[src/rtl/cpu_loader_if.sv]
// Stream and external-memory bundle between cpu_loader and its host/CPU surroundings.
// The master side is the loader; the slave side is the host stream source/sink and the memories.
interface cpu_loader_if;
    logic        s_valid;
    logic        s_ready;
    logic [31:0] s_data;
    logic        m_valid;
    logic        m_ready;
    logic [31:0] m_data;
    logic [31:0] addr_ext;
    logic        wen_ext;
    logic        ren_ext;
    logic [31:0] wdata_ext;
    logic [31:0] addr_ext_2;
    logic        wen_ext_2;
    logic        ren_ext_2;
    logic [31:0] wdata_ext_2;
    logic [31:0] rdata_ext_2;

    modport master (
        input  s_valid, s_data, m_ready, rdata_ext_2,
        output s_ready, m_valid, m_data,
        output addr_ext, wen_ext, ren_ext, wdata_ext,
        output addr_ext_2, wen_ext_2, ren_ext_2, wdata_ext_2
    );

    modport slave (
        output s_valid, s_data, m_ready, rdata_ext_2,
        input  s_ready, m_valid, m_data,
        input  addr_ext, wen_ext, ren_ext, wdata_ext,
        input  addr_ext_2, wen_ext_2, ren_ext_2, wdata_ext_2
    );
endinterface

[src/rtl/cpu_loader.sv]
// Host-side sequencer: streams IMEM/DMEM images in, runs the CPU for a set number of
// cycles, then reads a window of DMEM back out on the dump stream.
module cpu_loader #(
    parameter int ADDR_STEP = 4,
    parameter int CNT_W     = 16
) (
    input  logic             clk,
    input  logic             arst,
    input  logic             start,
    input  logic [CNT_W-1:0] imem_words,
    input  logic [CNT_W-1:0] dmem_words,
    input  logic [31:0]      run_cycles,
    input  logic [CNT_W-1:0] dump_words,
    cpu_loader_if.master     bus,
    output logic             cpu_enable,
    output logic             busy,
    output logic             done
);
    typedef enum logic [2:0] {IDLE, LOAD_I, LOAD_D, RUN, RD_REQ, RD_WAIT, DONE} state_t;

    state_t           state, state_nxt;
    logic [CNT_W-1:0] idx, idx_nxt;
    logic [CNT_W-1:0] n_i, n_d, n_dump;
    logic             run_nz;
    logic [31:0]      run_cnt;
    logic             ld_fin, fin_nxt;
    logic             s_hs, m_hs;

    function automatic state_t after_load(input logic rnz, input logic dnz);
        if (rnz)      return RUN;
        else if (dnz) return RD_REQ;
        else          return DONE;
    endfunction

    function automatic logic [31:0] word_addr(input logic [CNT_W-1:0] i);
        return 32'(i) * 32'(ADDR_STEP);
    endfunction

    // ld_fin marks the drain cycle after the final load handshake, while its write pulse is out
    assign bus.s_ready = (state == LOAD_I || state == LOAD_D) && !ld_fin;
    assign bus.ren_ext = 1'b0;
    assign s_hs        = bus.s_valid & bus.s_ready;
    assign m_hs        = bus.m_valid & bus.m_ready;

    always_comb begin
        state_nxt = state;
        idx_nxt   = idx;
        fin_nxt   = ld_fin;
        case (state)
            IDLE, DONE: if (start) begin
                idx_nxt = '0;
                fin_nxt = 1'b0;
                if (imem_words != '0)      state_nxt = LOAD_I;
                else if (dmem_words != '0) state_nxt = LOAD_D;
                else                       state_nxt = after_load(run_cycles != '0, dump_words != '0);
            end
            LOAD_I: begin
                if (ld_fin) begin
                    fin_nxt   = 1'b0;
                    state_nxt = after_load(run_nz, n_dump != '0);
                end else if (s_hs) begin
                    if (idx == n_i - CNT_W'(1)) begin
                        idx_nxt = '0;
                        if (n_d != '0) state_nxt = LOAD_D;
                        else           fin_nxt   = 1'b1;
                    end else begin
                        idx_nxt = idx + CNT_W'(1);
                    end
                end
            end
            LOAD_D: begin
                if (ld_fin) begin
                    fin_nxt   = 1'b0;
                    state_nxt = after_load(run_nz, n_dump != '0);
                end else if (s_hs) begin
                    if (idx == n_d - CNT_W'(1)) begin
                        idx_nxt = '0;
                        fin_nxt = 1'b1;
                    end else begin
                        idx_nxt = idx + CNT_W'(1);
                    end
                end
            end
            RUN:     if (run_cnt == '0) state_nxt = (n_dump != '0) ? RD_REQ : DONE;
            RD_REQ:  state_nxt = RD_WAIT;
            RD_WAIT: if (m_hs) begin
                if (idx == n_dump - CNT_W'(1)) begin
                    state_nxt = DONE;
                end else begin
                    idx_nxt   = idx + CNT_W'(1);
                    state_nxt = RD_REQ;
                end
            end
            default: state_nxt = IDLE;
        endcase
    end

    always_ff @(posedge clk or posedge arst) begin
        if (arst) begin
            state           <= IDLE;
            idx             <= '0;
            ld_fin          <= 1'b0;
            n_i             <= '0;
            n_d             <= '0;
            n_dump          <= '0;
            run_nz          <= 1'b0;
            run_cnt         <= '0;
            bus.wen_ext     <= 1'b0;
            bus.addr_ext    <= '0;
            bus.wdata_ext   <= '0;
            bus.wen_ext_2   <= 1'b0;
            bus.ren_ext_2   <= 1'b0;
            bus.addr_ext_2  <= '0;
            bus.wdata_ext_2 <= '0;
            bus.m_valid     <= 1'b0;
            bus.m_data      <= '0;
            cpu_enable      <= 1'b0;
            busy            <= 1'b0;
            done            <= 1'b0;
        end else begin
            state  <= state_nxt;
            idx    <= idx_nxt;
            ld_fin <= fin_nxt;
            if ((state == IDLE || state == DONE) && start) begin
                n_i     <= imem_words;
                n_d     <= dmem_words;
                n_dump  <= dump_words;
                run_nz  <= run_cycles != '0;
                run_cnt <= run_cycles - 32'd1;
            end else if (state == RUN && run_cnt != '0) begin
                run_cnt <= run_cnt - 32'd1;
            end

            bus.wen_ext <= (state == LOAD_I) && s_hs;
            if (state == LOAD_I && s_hs) begin
                bus.addr_ext  <= word_addr(idx);
                bus.wdata_ext <= bus.s_data;
            end

            bus.wen_ext_2 <= (state == LOAD_D) && s_hs;
            bus.ren_ext_2 <= (state_nxt == RD_REQ);
            if (state == LOAD_D && s_hs) begin
                bus.addr_ext_2  <= word_addr(idx);
                bus.wdata_ext_2 <= bus.s_data;
            end else if (state_nxt == RD_REQ) begin
                bus.addr_ext_2  <= word_addr(idx_nxt);
            end

            // read data lands the cycle after RD_REQ, i.e. the first RD_WAIT cycle
            if (state == RD_WAIT) begin
                if (!bus.m_valid) begin
                    bus.m_valid <= 1'b1;
                    bus.m_data  <= bus.rdata_ext_2;
                end else if (bus.m_ready) begin
                    bus.m_valid <= 1'b0;
                end
            end

            cpu_enable <= (state_nxt == RUN);
            busy       <= !(state_nxt == IDLE || state_nxt == DONE);
            done       <= (state_nxt == DONE);
        end
    end
endmodule

[src/flat_wrapper.sv]
// flat-port wrapper written by rule: the top's interface ports become plain ports
module cpu_loader_flat 
#(
    parameter int ADDR_STEP = 4,
    parameter int CNT_W     = 16
)
  (clk, arst, start, imem_words, dmem_words, run_cycles, dump_words, cpu_enable, busy, done, bus_s_valid, bus_s_data, bus_m_ready, bus_rdata_ext_2, bus_s_ready, bus_m_valid, bus_m_data, bus_addr_ext, bus_wen_ext, bus_ren_ext, bus_wdata_ext, bus_addr_ext_2, bus_wen_ext_2, bus_ren_ext_2, bus_wdata_ext_2);
  cpu_loader_if bus_i ();
  input  logic clk;
  input  logic arst;
  input  logic start;
  input  logic [CNT_W-1:0] imem_words;
  input  logic [CNT_W-1:0] dmem_words;
  input  logic [31:0] run_cycles;
  input  logic [CNT_W-1:0] dump_words;
  output logic cpu_enable;
  output logic busy;
  output logic done;
  input wire logic [$bits(bus_i.s_valid)-1:0] bus_s_valid;
  input wire logic [$bits(bus_i.s_data)-1:0] bus_s_data;
  input wire logic [$bits(bus_i.m_ready)-1:0] bus_m_ready;
  input wire logic [$bits(bus_i.rdata_ext_2)-1:0] bus_rdata_ext_2;
  output wire logic [$bits(bus_i.s_ready)-1:0] bus_s_ready;
  output wire logic [$bits(bus_i.m_valid)-1:0] bus_m_valid;
  output wire logic [$bits(bus_i.m_data)-1:0] bus_m_data;
  output wire logic [$bits(bus_i.addr_ext)-1:0] bus_addr_ext;
  output wire logic [$bits(bus_i.wen_ext)-1:0] bus_wen_ext;
  output wire logic [$bits(bus_i.ren_ext)-1:0] bus_ren_ext;
  output wire logic [$bits(bus_i.wdata_ext)-1:0] bus_wdata_ext;
  output wire logic [$bits(bus_i.addr_ext_2)-1:0] bus_addr_ext_2;
  output wire logic [$bits(bus_i.wen_ext_2)-1:0] bus_wen_ext_2;
  output wire logic [$bits(bus_i.ren_ext_2)-1:0] bus_ren_ext_2;
  output wire logic [$bits(bus_i.wdata_ext_2)-1:0] bus_wdata_ext_2;
  assign bus_i.s_valid = bus_s_valid;
  assign bus_i.s_data = bus_s_data;
  assign bus_i.m_ready = bus_m_ready;
  assign bus_i.rdata_ext_2 = bus_rdata_ext_2;
  assign bus_s_ready = bus_i.s_ready;
  assign bus_m_valid = bus_i.m_valid;
  assign bus_m_data = bus_i.m_data;
  assign bus_addr_ext = bus_i.addr_ext;
  assign bus_wen_ext = bus_i.wen_ext;
  assign bus_ren_ext = bus_i.ren_ext;
  assign bus_wdata_ext = bus_i.wdata_ext;
  assign bus_addr_ext_2 = bus_i.addr_ext_2;
  assign bus_wen_ext_2 = bus_i.wen_ext_2;
  assign bus_ren_ext_2 = bus_i.ren_ext_2;
  assign bus_wdata_ext_2 = bus_i.wdata_ext_2;
  cpu_loader #(.ADDR_STEP(ADDR_STEP), .CNT_W(CNT_W)) u_core (.clk(clk), .arst(arst), .start(start), .imem_words(imem_words), .dmem_words(dmem_words), .run_cycles(run_cycles), .dump_words(dump_words), .bus(bus_i), .cpu_enable(cpu_enable), .busy(busy), .done(done));
endmodule
[config.mk]
export PLATFORM = sky130hd
export DESIGN_NAME = cpu_loader_flat
export DESIGN_NICKNAME = d
export VERILOG_FILES = /design/src/rtl/cpu_loader_if.sv /design/src/rtl/cpu_loader.sv /design/src/flat_wrapper.sv
export SDC_FILE = /design/constraint.sdc
export NUM_CORES = 1
export LEC_CHECK = 0
export BUFFER_PORTS_ARGS = -buffer_cell sky130_fd_sc_hd__buf_2
export CAP_MARGIN = 20
export CORE_UTILIZATION = 49
export DETAILED_ROUTE_END_ITERATION = 8
export GPL_ROUTABILITY_DRIVEN = 1
export PLACE_DENSITY = 0.76
export SYNTH_ARGS = -nofsm -noshare
export SYNTH_HDL_FRONTEND = slang
export SYNTH_SLANG_ARGS = --single-unit
[constraint.sdc]
create_clock -name clk -period 8 [get_ports clk]
set_input_delay 1.6 -clock clk [delete_from_list [all_inputs] [get_ports clk]]
set_output_delay 1.6 -clock clk [all_outputs]
set_load 0.02 [all_outputs]
==> flow_results.xml, run 1 <==
<?xml version="1.0" encoding="UTF-8"?>
<metrics>
  <group name="drt">
    <metric name="drtPass1Iterations" unit="">5</metric>
    <metric name="drc_errors" unit="">0</metric>
    <metric name="post_drt_wl_per_cell" unit="um">17.7</metric>
    <metric name="route.vias.total" unit="">11300</metric>
    <metric name="route.final.wire_length" unit="um">35500</metric>
    <metric name="dr.first_iter.drc_count" unit="">733</metric>
    <metric name="ant_nets" unit="">0</metric>
    <metric name="viasPerCell" unit="">5.63</metric>
  </group>
  <group name="final_layout">
    <metric name="mostFrequentLayoutCells" unit="">sky130_fd_sc_hd__nand2_1, sky130_fd_sc_hd__buf_2, sky130_fd_sc_hd__dfrtp_1</metric>
    <metric name="most_common_cell_after_layout_fill_and_taps_aside" unit="">sky130_fd_sc_hd__nand2_1</metric>
    <metric name="area.growth.synth_to_final" unit="%">18.6</metric>
    <metric name="stdcell_count" unit="">2002</metric>
    <metric name="num-nets-final" unit="">1802</metric>
    <metric name="n_fill_cell" unit="">2275</metric>
    <metric name="layout.core_utilization" unit="">0.593</metric>
    <metric name="post_route_cells_drive_above_1_share" unit="">0.270</metric>
  </group>
  <group name="timing">
    <metric name="hold_slack" unit="ns">0.467</metric>
    <metric name="final_layout_setup_total_negative_slack" unit="ns">0</metric>
    <metric name="max-slew-margin-rel" unit="">0.328</metric>
    <metric name="unrepaired_setup_endpoints_after_global_routing" unit="">no</metric>
    <metric name="finalHoldViolations" unit="">0</metric>
    <metric name="final.min_clock_period" unit="ns">4.41</metric>
    <metric name="worst-slew-pin-transition" unit="ns">1.01</metric>
    <metric name="max_freq" unit="MHz">227</metric>
    <metric name="finalSetupViolCount" unit="">0</metric>
    <metric name="finalClockSkew" unit="ns">0.0131</metric>
    <metric name="slew_violations" unit="">0</metric>
    <metric name="min_period_over_period" unit="">0.551</metric>
  </group>
  <group name="power">
    <metric name="finalPower" unit="W">0.00534</metric>
    <metric name="power_density" unit="mW/mm^2">346</metric>
    <metric name="ir_worst_vdd" unit="V">0.000229</metric>
    <metric name="p_leak" unit="nW">7.40</metric>
  </group>
  <group name="critical_path">
    <metric name="setup.reg_to_reg.worst_slack" unit="ns">3.63</metric>
    <metric name="critPathBufInv" unit="">1</metric>
    <metric name="crit_path_leading_delay_family" unit="">simple AND/OR/NAND/NOR gates</metric>
    <metric name="worstPathCellList" unit="">buf_2 -&gt; or4_4 -&gt; or4_4 -&gt; nor4_2 -&gt; nand2_1 -&gt; a2111oi_4 -&gt; o211a_4 -&gt; a21o_1 -&gt; mux2i_1 -&gt; o21ai_1</metric>
    <metric name="worst-path-max-fanout" unit="">17</metric>
    <metric name="timing.critical_path.to_type" unit="">flop</metric>
    <metric name="critical_path_class" unit="">in2reg</metric>
    <metric name="data_arrival_time_at_the_worst_slack_endpoint" unit="ns">4.83</metric>
    <metric name="worstPathRequired" unit="ns">8.42</metric>
    <metric name="critical-path-slowest-cell" unit="">sky130_fd_sc_hd__or4_4</metric>
    <metric name="path_common_cell" unit="">sky130_fd_sc_hd__or4_4</metric>
    <metric name="crit_path_start_kind" unit="">primary input</metric>
    <metric name="cpPeakStageDelay" unit="ns">0.57</metric>
  </group>
  <group name="synth">
    <metric name="ys_seq_area_frac" unit="">0.453</metric>
    <metric name="ys.warnings.count" unit="">0</metric>
    <metric name="fraction_of_the_mapped_netlist_area_in_adder_cells" unit="">0.00480</metric>
    <metric name="synth_enable_flop_cells" unit="">0</metric>
    <metric name="synthCells" unit="">1404</metric>
    <metric name="synthSimpleGateAreaFrac" unit="">0.223</metric>
    <metric name="yosys-mux-area-fraction" unit="">0.0806</metric>
    <metric name="syn_area_per_cell" unit="sq um">9.29</metric>
    <metric name="synth_top_area_share" unit="">0.453</metric>
    <metric name="synth_xor_xnor_area_share" unit="">0.0810</metric>
    <metric name="yosys-top-cells-area" unit="">sky130_fd_sc_hd__dfrtp_1, sky130_fd_sc_hd__nand2_1, sky130_fd_sc_hd__mux2_2</metric>
    <metric name="synth-async-reset-ratio" unit="">1.00</metric>
    <metric name="synth_top_area_cell" unit="">sky130_fd_sc_hd__dfrtp_1</metric>
    <metric name="post_synth_cell_types" unit="">89</metric>
    <metric name="synth_area" unit="sq mm">0.0130</metric>
    <metric name="synth-compound-area-share" unit="">0.105</metric>
    <metric name="ys.flop_type" unit="">sky130_fd_sc_hd__dfrtp_1</metric>
    <metric name="synth_top_family_by_area" unit="">simple AND/OR/NAND/NOR gates</metric>
    <metric name="postSynthRegisterBits" unit="">236</metric>
  </group>
  <group name="floorplan">
    <metric name="die_w" unit="um">165</metric>
    <metric name="start_util" unit="">0.500</metric>
    <metric name="pin_count" unit="">318</metric>
    <metric name="total_die_area" unit="sq mm">0.0273</metric>
    <metric name="floorplan.die.height" unit="um">165</metric>
    <metric name="core" unit="sq mm">0.0261</metric>
    <metric name="core.rowCount" unit="">59</metric>
  </group>
  <group name="global_routing">
    <metric name="number_of_antenna_violations_at_the_first_check_in_global_routing" unit="">2</metric>
    <metric name="top_usage_layer" unit="">met2</metric>
    <metric name="global_route.usage.met2" unit="">0.424</metric>
    <metric name="grt_pass1_vias" unit="">10900</metric>
    <metric name="grt_start_max_net_pins" unit="">83</metric>
    <metric name="global_route.overflow_total" unit="">0</metric>
    <metric name="grt_first_pass_wirelength" unit="um">55900</metric>
    <metric name="grtUsageMet3" unit="">0.0470</metric>
    <metric name="global_route_usage_sum" unit="">0.258</metric>
    <metric name="global_route.usage.met1" unit="">0.336</metric>
  </group>
  <group name="min_path">
    <metric name="min_path_type" unit="">reg2reg</metric>
  </group>
  <group name="place">
    <metric name="numPlacedInstances" unit="">1955</metric>
    <metric name="detailedPlacementHpwl" unit="um">25500</metric>
    <metric name="place.port_buffers" unit="">284</metric>
    <metric name="globalplace.congestion" unit="">0.916</metric>
  </group>
  <group name="clocking">
    <metric name="number_of_buffers_added_to_fix_hold_violations_after_cts" unit="">0</metric>
    <metric name="cts_num_sinks" unit="">236</metric>
    <metric name="clk_root_buffer_cell" unit="">sky130_fd_sc_hd__clkbuf_16</metric>
    <metric name="cts_max_level" unit="">1</metric>
    <metric name="cts_setup_buffers" unit="">0</metric>
    <metric name="cts_tree" unit="">built</metric>
    <metric name="clock_latency" unit="ns">0.53</metric>
    <metric name="cts-root-to-sink-buffers" unit="">3</metric>
    <metric name="clkTransAtPathRegs" unit="ns">0.06</metric>
    <metric name="cts_buffers" unit="">26</metric>
    <metric name="postCtsResizedCells" unit="">0</metric>
  </group>
  <group name="run_status">
    <metric name="run_status" unit="">finished clean</metric>
  </group>
  <group name="flow_run">
    <metric name="drv.max_cap_violation_count" unit="">0</metric>
  </group>
</metrics>
==> cells in the mapped netlist, drive strengths merged, types with 4 or more instances <==
| master | count |
|---|---|
| nand2 | 296 |
| dfrtp | 236 |
| nor2 | 95 |
| mux2 | 80 |
| clkbuf | 64 |
| xnor2 | 60 |
| xor2 | 58 |
| a21oi | 51 |
| buf | 50 |
| o21ai | 49 |
| nor3 | 42 |
| nor4 | 38 |
| nand3 | 24 |
| inv | 23 |
| or3 | 20 |
| or4 | 19 |
| nand4 | 16 |
| mux2i | 15 |
| a31oi | 12 |
| nand2b | 11 |
| o31ai | 10 |
| and3 | 8 |
| a21o | 7 |
| nand3b | 6 |
| nor2b | 6 |
| or2 | 6 |
| a21boi | 5 |
| ha | 5 |
| nand4b | 5 |
| a211oi | 4 |
| o2bb2ai | 4 |
| o31a | 4 |
==> cell type report <==
type | count | area (sq um) | share of cell area
clock inverter | 11 | 183 | 0.0118
sequential | 236 | 5910 | 0.382
tap | 335 | 419 | 0.0271
clock buffer | 34 | 742 | 0.0480
inverter | 24 | 93.8 | 0.00607
multi-input combinational | 1062 | 6580 | 0.426
timing repair buffer | 298 | 1530 | 0.0988
antenna | 2 | 5.00 | 0.000324
==> where the power goes <==
group	internal, W	total (W)	switching (W)
clock network	0.000809	0.00130	0.000493
registers	0.00159	0.00202	0.000433
logic	0.000828	0.00202	0.00119
total	0.00322	0.00534	0.00212
==> stage by stage <==
stage	cell area, sq um	worst slack [ns]
5_1_grt	15500	3.29
4_1_cts	15500	3.60
2_1_floorplan	13200	2.62
3_3_place_gp	14500	3.15
6_report	15500	3.59
3_5_place_dp	14500	3.06
==> cells by family after synthesis <==
| logic type | after synthesis |
|---|---|
| AO/OA/AOI/OAI | 200 |
| XOR/XNOR | 119 |
| adder cells (fa/ha/maj) | 5 |
| buffers and inverters | 138 |
| flip-flops | 236 |
| multiplexers | 95 |
| other | 1 |
| AND/OR/NAND/NOR | 610 |
==> worst paths after layout <==
check,startpoint,end,cells past startpoint
worst max-delay path,run_cycles[17],u_core.bus.addr_ext_2[8]$_DFFE_PP0P_,10
worst min-delay path,u_core.bus.wdata_ext_2[22]$_DFFE_PP0P_,u_core.bus.wdata_ext_2[22]$_DFFE_PP0P_,2
worst max register to register,u_core.run_cnt[14]$_DFFE_PP0P_,u_core.bus.addr_ext_2[8]$_DFFE_PP0P_,9
worst min register to register,u_core.bus.wdata_ext_2[22]$_DFFE_PP0P_,u_core.bus.wdata_ext_2[22]$_DFFE_PP0P_,2
max in group asynchronous,arst,u_core.bus.m_valid$_DFFE_PP0P_,4
min in group asynchronous,arst,u_core.bus.wdata_ext[10]$_DFFE_PP0P_,3
==> state kept, by name, summed over array words and instances (netlist names), 32 cells and up <==
signal / flops
u_core.run_cnt: 32
u_core.bus.wdata_ext: 32
u_core.bus.wdata_ext_2: 32
u_core.bus.m_data: 32
==> tightest hold or removal path: cells and delay by family, from the launching register on <==
kind | cells | cell delay, ns
DFF | 1 | 0.33
and+or+nand+nor | 2 | 0.10
==> per-layer routing <==
metal / share of wire / routed length (um)
met1: 0.41 / 14500
met2: 0.48 / 17000
met3: 0.074 / 2630
met4: 0.040 / 1430
met5: 0 / 0
No activity file was read; power rests on OpenSTA's default activity.
==> run 2, diff against run 1 <==
Clock period 8 ns to 3.8 ns, I/O delays scaled along.
==> run 2 against run 1 <==
Wire length is 1.7% higher. Final area grew 1.8%. Total power is 110% higher. Clock-buffer cell count increased by 5. Sequential power rose by 110%. Clock power rose by 98%. Non-clock buffer count rose by 31. Clock skew fell by 0.0017 ns. Via count is 2.1% higher. Hold slack got worse by 0.065 ns.
==> flow_results.xml, run 2 (synthesized netlist as in run 1, its figures left out) <==
<?xml version="1.0" encoding="UTF-8"?>
<metrics>
  <group name="power">
    <metric name="p_leak" unit="nW">7.56</metric>
    <metric name="power_density" unit="mW/mm^2">715</metric>
    <metric name="finalPower" unit="W">0.0112</metric>
    <metric name="ir_worst_vdd" unit="V">0.000379</metric>
  </group>
  <group name="critical_path">
    <metric name="worst-path-max-fanout" unit="">8</metric>
    <metric name="crit_path_start_kind" unit="">flop</metric>
    <metric name="worstPathRequired" unit="ns">4.22</metric>
    <metric name="setup.reg_to_reg.worst_slack" unit="ns">0.25</metric>
    <metric name="cpPeakStageDelay" unit="ns">0.47</metric>
    <metric name="crit-reg2reg-launch" unit="">u_core.n_dump[0]$_DFFE_PP0P_</metric>
    <metric name="data_arrival_time_at_the_worst_slack_endpoint" unit="ns">3.98</metric>
    <metric name="worstPathCellList" unit="">inv_1 -&gt; ha_1 -&gt; nor3b_2 -&gt; xnor2_1 -&gt; nor4_1 -&gt; nand4_1 -&gt; nor4b_4 -&gt; a2bb2oi_4 -&gt; and2_1 -&gt; buf_4 -&gt; o21ai_0 -&gt; a21o_1</metric>
    <metric name="timing.critical_path.to_type" unit="">flop</metric>
    <metric name="critical_path_class" unit="">reg2reg</metric>
    <metric name="beginning_of_the_critical_path" unit="">u_core.n_dump[0]$_DFFE_PP0P_</metric>
    <metric name="critical-path-slowest-cell" unit="">sky130_fd_sc_hd__dfrtp_1</metric>
  </group>
  <group name="timing">
    <metric name="worst_slack" unit="ns">0.248</metric>
    <metric name="max-slew-margin-rel" unit="">0.398</metric>
    <metric name="slew_violations" unit="">0</metric>
    <metric name="final_layout_setup_total_negative_slack" unit="ns">0</metric>
    <metric name="finalSetupViolCount" unit="">0</metric>
    <metric name="max_freq" unit="MHz">282</metric>
    <metric name="min_period_over_period" unit="">0.935</metric>
    <metric name="finalHoldViolations" unit="">0</metric>
    <metric name="final.min_clock_period" unit="ns">3.55</metric>
    <metric name="unrepaired_setup_endpoints_after_global_routing" unit="">no</metric>
    <metric name="finalClockSkew" unit="ns">0.0114</metric>
    <metric name="worst-slew-pin-transition" unit="ns">0.901</metric>
  </group>
  <group name="clocking">
    <metric name="clkTransAtPathRegs" unit="ns">0.06</metric>
    <metric name="cts_tree" unit="">built</metric>
    <metric name="cts_buffers" unit="">26</metric>
    <metric name="cts-root-to-sink-buffers" unit="">3</metric>
    <metric name="cts_num_sinks" unit="">236</metric>
    <metric name="cts_setup_buffers" unit="">0</metric>
    <metric name="cts_max_level" unit="">1</metric>
    <metric name="clk_root_buffer_cell" unit="">sky130_fd_sc_hd__clkbuf_16</metric>
    <metric name="clock_latency" unit="ns">0.54</metric>
  </group>
  <group name="floorplan">
    <metric name="pin_count" unit="">318</metric>
    <metric name="die_w" unit="um">165</metric>
    <metric name="floorplan.die.height" unit="um">165</metric>
    <metric name="core" unit="sq mm">0.0261</metric>
    <metric name="total_die_area" unit="sq mm">0.0273</metric>
    <metric name="core.rowCount" unit="">59</metric>
    <metric name="start_util" unit="">0.500</metric>
  </group>
  <group name="run_status">
    <metric name="run_status" unit="">finished clean</metric>
  </group>
  <group name="drt">
    <metric name="drc_errors" unit="">0</metric>
    <metric name="dr.first_iter.drc_count" unit="">930</metric>
    <metric name="post_drt_wl_per_cell" unit="um">17.8</metric>
    <metric name="viasPerCell" unit="">5.65</metric>
    <metric name="route.final.wire_length" unit="um">36100</metric>
    <metric name="ant_nets" unit="">0</metric>
    <metric name="route.vias.total" unit="">11500</metric>
    <metric name="drtPass1Iterations" unit="">5</metric>
  </group>
  <group name="global_routing">
    <metric name="grt_pass1_vias" unit="">11200</metric>
    <metric name="grt_first_pass_wirelength" unit="um">57300</metric>
    <metric name="global_route.overflow_total" unit="">0</metric>
    <metric name="global_route_usage_sum" unit="">0.266</metric>
    <metric name="grt_start_max_net_pins" unit="">58</metric>
    <metric name="number_of_antenna_violations_at_the_first_check_in_global_routing" unit="">2</metric>
  </group>
  <group name="final_layout">
    <metric name="n_fill_cell" unit="">2266</metric>
    <metric name="num-nets-final" unit="">1833</metric>
    <metric name="most_common_cell_after_layout_fill_and_taps_aside" unit="">sky130_fd_sc_hd__nand2_1</metric>
    <metric name="post_route_cells_drive_above_1_share" unit="">0.287</metric>
    <metric name="layout.core_utilization" unit="">0.604</metric>
    <metric name="area.growth.synth_to_final" unit="%">20.7</metric>
    <metric name="stdcell_count" unit="">2034</metric>
    <metric name="mostFrequentLayoutCells" unit="">sky130_fd_sc_hd__nand2_1, sky130_fd_sc_hd__buf_2, sky130_fd_sc_hd__dfrtp_1</metric>
  </group>
  <group name="place">
    <metric name="numPlacedInstances" unit="">1986</metric>
    <metric name="place.port_buffers" unit="">284</metric>
    <metric name="post-place-ws" unit="ns">-0.00809</metric>
    <metric name="globalplace.congestion" unit="">0.956</metric>
    <metric name="detailedPlacementHpwl" unit="um">26400</metric>
  </group>
  <group name="flow_run">
    <metric name="drv.max_cap_violation_count" unit="">0</metric>
  </group>
  <group name="min_path">
    <metric name="min_path_type" unit="">in2async</metric>
  </group>
</metrics>
run 2: cell type report:
cell class              count  area, sq um  area share
multi-input cells        1062         6600       0.420
flip-flops and latches    236         5910       0.375
repair buffers            329         1820       0.116
clock buffers              39          810      0.0514
well taps                 335          419      0.0266
inverters                  24         93.8     0.00596
clock inverters             8         81.3     0.00517
diodes                      1         2.50    0.000159
run 2: routing by layer:
metal,GRT usage,wire [um]
met3,0.0457,2660
met4,0.104,1220
met1,0.339,14500
met2,0.449,17800
met5,0,17
run 2: final timing paths:
path	end	depth (start not counted)
worst max-delay path	u_core.idx[6]$_DFF_PP0_	12
worst min-delay path	u_core.bus.m_data[8]$_DFFE_PP0P_	2
worst max register to register	u_core.idx[6]$_DFF_PP0_	12
worst min register to register	u_core.bus.wdata_ext_2[23]$_DFFE_PP0P_	2
max in group asynchronous	u_core.bus.wdata_ext[0]$_DFFE_PP0P_	3
min in group clk	u_core.n_dump[7]$_DFFE_PP0P_	3
run 2: worst max-delay path: cells and delay by family, from the launching register on:
kind,cells,cell delay [ns]
compound gates,3,0.55
xor+xnor,1,0.13
fa+ha+maj,1,0.25
buf+inv,2,0.32
flops,1,0.47
simple gates,5,1.72
run 2: where the power goes:
part | internal, W | switching [W]
clock | 0.00154 | 0.00105
sequential | 0.00334 | 0.000855
combinational | 0.00183 | 0.00263
total | 0.00671 | 0.00453
run 2: stage by stage:
stage	hold WS, ns	area, sq um
after floorplan	0.463	13200
after global placement	0.454	14800
after detailed placement	0.457	14800
after CTS	0.410	15700
after global routing	0.417	15700
final	0.401	15700
run 2: timing repair:
| item | 4_1_cts | 5_1_grt |
|---|---|---|
| hold buffers | 0 | 0 |
| endpoints found under the setup margin | 0 | 3 |
| endpoints found under the hold margin | 0 | 0 |
| resized for setup | 0 | 1 |
==> run 3, diff against run 2 <==
Settings changed: CELL_PAD_IN_SITES_DETAIL_PLACEMENT set to 2, CELL_PAD_IN_SITES_GLOBAL_PLACEMENT set to 2, CORE_UTILIZATION 49 to 29, GPL_ROUTABILITY_DRIVEN 1 to 0, PLACE_DENSITY 0.76 to 0.75.
==> run 3 against run 2 <==
Clock-buffer cell count grew 3. Combinational power rose by 4.7%. Flip-flop and latch count unchanged. Critical path type unchanged. Highest routed layer unchanged.
==> flow_results.xml, run 3 (synthesized netlist as in run 1, its figures left out) <==
<?xml version="1.0" encoding="UTF-8"?>
<metrics>
  <group name="run_status">
    <metric name="run_status" unit="">finished clean</metric>
  </group>
  <group name="final_layout">
    <metric name="n_fill_cell" unit="">4944</metric>
    <metric name="mostFrequentLayoutCells" unit="">sky130_fd_sc_hd__nand2_1, sky130_fd_sc_hd__buf_2, sky130_fd_sc_hd__dfrtp_1</metric>
    <metric name="num-nets-final" unit="">1848</metric>
    <metric name="layout.core_utilization" unit="">0.367</metric>
    <metric name="post_route_cells_drive_above_1_share" unit="">0.291</metric>
    <metric name="post_route_design_area" unit="sq mm">0.0163</metric>
    <metric name="area.growth.synth_to_final" unit="%">24.7</metric>
    <metric name="most_common_cell_after_layout_fill_and_taps_aside" unit="">sky130_fd_sc_hd__nand2_1</metric>
  </group>
  <group name="global_routing">
    <metric name="number_of_antenna_violations_at_the_first_check_in_global_routing" unit="">3</metric>
    <metric name="grt_first_pass_wirelength" unit="um">74800</metric>
    <metric name="global_route_usage_sum" unit="">0.205</metric>
    <metric name="global_route.overflow_total" unit="">0</metric>
    <metric name="grt_pass1_vias" unit="">13000</metric>
    <metric name="grt_start_max_net_pins" unit="">127</metric>
  </group>
  <group name="clocking">
    <metric name="cts_setup_buffers" unit="">0</metric>
    <metric name="cts_max_level" unit="">1</metric>
    <metric name="postCtsResizedCells" unit="">0</metric>
    <metric name="clkTransAtPathRegs" unit="ns">0.06</metric>
    <metric name="number_of_buffers_added_to_fix_hold_violations_after_cts" unit="">0</metric>
    <metric name="cts_num_sinks" unit="">236</metric>
    <metric name="cts-root-to-sink-buffers" unit="">3</metric>
    <metric name="clk_root_buffer_cell" unit="">sky130_fd_sc_hd__clkbuf_16</metric>
    <metric name="clock_latency" unit="ns">0.58</metric>
    <metric name="cts_buffers" unit="">29</metric>
    <metric name="cts_tree" unit="">built</metric>
  </group>
  <group name="floorplan">
    <metric name="core.rowCount" unit="">77</metric>
    <metric name="total_die_area" unit="sq mm">0.0458</metric>
    <metric name="die_w" unit="um">214</metric>
    <metric name="core" unit="sq mm">0.0443</metric>
    <metric name="pin_count" unit="">318</metric>
    <metric name="floorplan.die.height" unit="um">214</metric>
    <metric name="start_util" unit="">0.294</metric>
  </group>
  <group name="min_path">
    <metric name="min_path_type" unit="">in2async</metric>
  </group>
  <group name="drt">
    <metric name="route.final.wire_length" unit="um">47100</metric>
    <metric name="dr.first_iter.drc_count" unit="">529</metric>
    <metric name="ant_nets" unit="">0</metric>
    <metric name="drc_errors" unit="">0</metric>
    <metric name="viasPerCell" unit="">5.03</metric>
    <metric name="post_drt_wl_per_cell" unit="um">20.4</metric>
    <metric name="route.vias.total" unit="">11600</metric>
    <metric name="drtPass1Iterations" unit="">5</metric>
  </group>
  <group name="timing">
    <metric name="max-slew-margin-rel" unit="">0.414</metric>
    <metric name="max_freq" unit="MHz">278</metric>
    <metric name="finalSetupViolCount" unit="">0</metric>
    <metric name="min_period_over_period" unit="">0.947</metric>
    <metric name="finalHoldViolations" unit="">0</metric>
    <metric name="finalClockSkew" unit="ns">0.0139</metric>
    <metric name="unrepaired_setup_endpoints_after_global_routing" unit="">yes</metric>
    <metric name="final.min_clock_period" unit="ns">3.60</metric>
    <metric name="slew_violations" unit="">0</metric>
    <metric name="hold_slack" unit="ns">0.196</metric>
    <metric name="worst-slew-pin-transition" unit="ns">0.870</metric>
  </group>
  <group name="flow_run">
    <metric name="drv.max_cap_violation_count" unit="">0</metric>
  </group>
  <group name="power">
    <metric name="power.switching" unit="W">0.00489</metric>
    <metric name="p_clk_frac" unit="">0.249</metric>
    <metric name="ir_worst_vdd" unit="V">0.000319</metric>
    <metric name="power_frac_comb" unit="">0.393</metric>
    <metric name="seq_power_share" unit="">0.359</metric>
    <metric name="internal_power" unit="W">0.00700</metric>
    <metric name="p_leak" unit="nW">7.68</metric>
    <metric name="power_density" unit="mW/mm^2">732</metric>
    <metric name="power.share.switching" unit="">0.412</metric>
  </group>
  <group name="critical_path">
    <metric name="critical_path_class" unit="">reg2reg</metric>
    <metric name="worst-path-max-fanout" unit="">5</metric>
    <metric name="crit_path_start_kind" unit="">flop</metric>
    <metric name="worstPathRequired" unit="ns">4.25</metric>
    <metric name="data_arrival_time_at_the_worst_slack_endpoint" unit="ns">4.05</metric>
    <metric name="timing.critical_path.to_type" unit="">flop</metric>
  </group>
  <group name="place">
    <metric name="detailedPlacementHpwl" unit="um">34900</metric>
    <metric name="place.port_buffers" unit="">284</metric>
    <metric name="placed_cell_area" unit="sq mm">0.0153</metric>
  </group>
</metrics>
run 3: cell count changes in the layout (fill, tap and decap cells not counted), sizes merged:
cell | before | now
clkbuf | 39 | 42
bufinv | 1 | 4
buf | 329 | 341
diode | 1 | 2
inv | 22 | 23
clkinvlp | 3 | 2
clkinv | 6 | 4
run 3: layout make-up:
cell class / count / area [sq um] / area share
multi-input combinational: 1062 / 6600 / 0.406
sequential: 236 / 5910 / 0.363
timing repair buffer: 341 / 1910 / 0.118
clock buffer: 42 / 845 / 0.0520
tap: 592 / 741 / 0.0456
clock inverter: 9 / 151 / 0.00932
inverter: 24 / 93.8 / 0.00577
antenna: 2 / 5.00 / 0.000308
run 3: per-layer routing:
| metal | routed length (um) | global-route usage | vias to the layer above |
|---|---|---|---|
| met3 | 1950 | 0.0355 | 73 |
| li1 | - | - | 5394 |
| met1 | 19600 | 0.241 | 5909 |
| met5 | 17 | 0 | - |
| met4 | 1320 | 0.0585 | 2 |
| met2 | 24300 | 0.377 | 231 |
run 3: power groups by stage:
stage | clock, W | combinational [W] | sequential (W)
floorplan | 0 | 0.00285 | 0.00442
global placement | 0 | 0.00448 | 0.00423
detailed placement | 0 | 0.00468 | 0.00430
CTS | 0.00305 | 0.00473 | 0.00427
global route | 0.00311 | 0.00512 | 0.00439
finish | 0.00296 | 0.00467 | 0.00427
run 3: through the flow:
stage | TNS, ns | instances | total power [W] | setup WS, ns
2_1_floorplan | -12.24 | 1436 | 0.00727 | -0.0519
3_3_place_gp | 0 | 2255 | 0.00871 | 0.0430
3_5_place_dp | -0.0264 | 2255 | 0.00898 | -0.0264
4_1_cts | 0 | 2306 | 0.0121 | 0.190
5_1_grt | -0.145 | 2306 | 0.0126 | -0.0349
6_report | 0 | 2308 | 0.0119 | 0.202
run 3: critical path, stage by stage (launching register included):
cell	delay, ns
sky130_fd_sc_hd__dfrtp_1	0.41
sky130_fd_sc_hd__inv_1	0.09
sky130_fd_sc_hd__ha_1	0.22
sky130_fd_sc_hd__or4b_1	0.54
sky130_fd_sc_hd__nor4_1	0.27
sky130_fd_sc_hd__a21oi_1	0.09
sky130_fd_sc_hd__o31ai_2	0.33
sky130_fd_sc_hd__or4b_1	0.46
sky130_fd_sc_hd__o32a_1	0.30
sky130_fd_sc_hd__nand2_1	0.26
sky130_fd_sc_hd__inv_1	0.14
sky130_fd_sc_hd__a221o_1	0.37
run 3: worst paths after layout:
path                       cells after the start                                     to  slack, ns                             startpoint
max in group asynchronous                      3              u_core.n_i[5]$_DFFE_PP0P_       2.54                                   arst
min                                            2      u_core.bus.m_data[13]$_DFFE_PP0P_       0.20                                   arst
min reg2reg                                    2  u_core.bus.wdata_ext_2[8]$_DFFE_PP0P_       0.48  u_core.bus.wdata_ext_2[8]$_DFFE_PP0P_
max reg2reg                                   11   u_core.bus.addr_ext_2[5]$_DFFE_PP0P_       0.20              u_core.n_i[1]$_DFFE_PP0P_
min in group clk                               3             u_core.n_i[11]$_DFFE_PP0P_       0.40                         imem_words[11]
max                                           11   u_core.bus.addr_ext_2[5]$_DFFE_PP0P_       0.20              u_core.n_i[1]$_DFFE_PP0P_
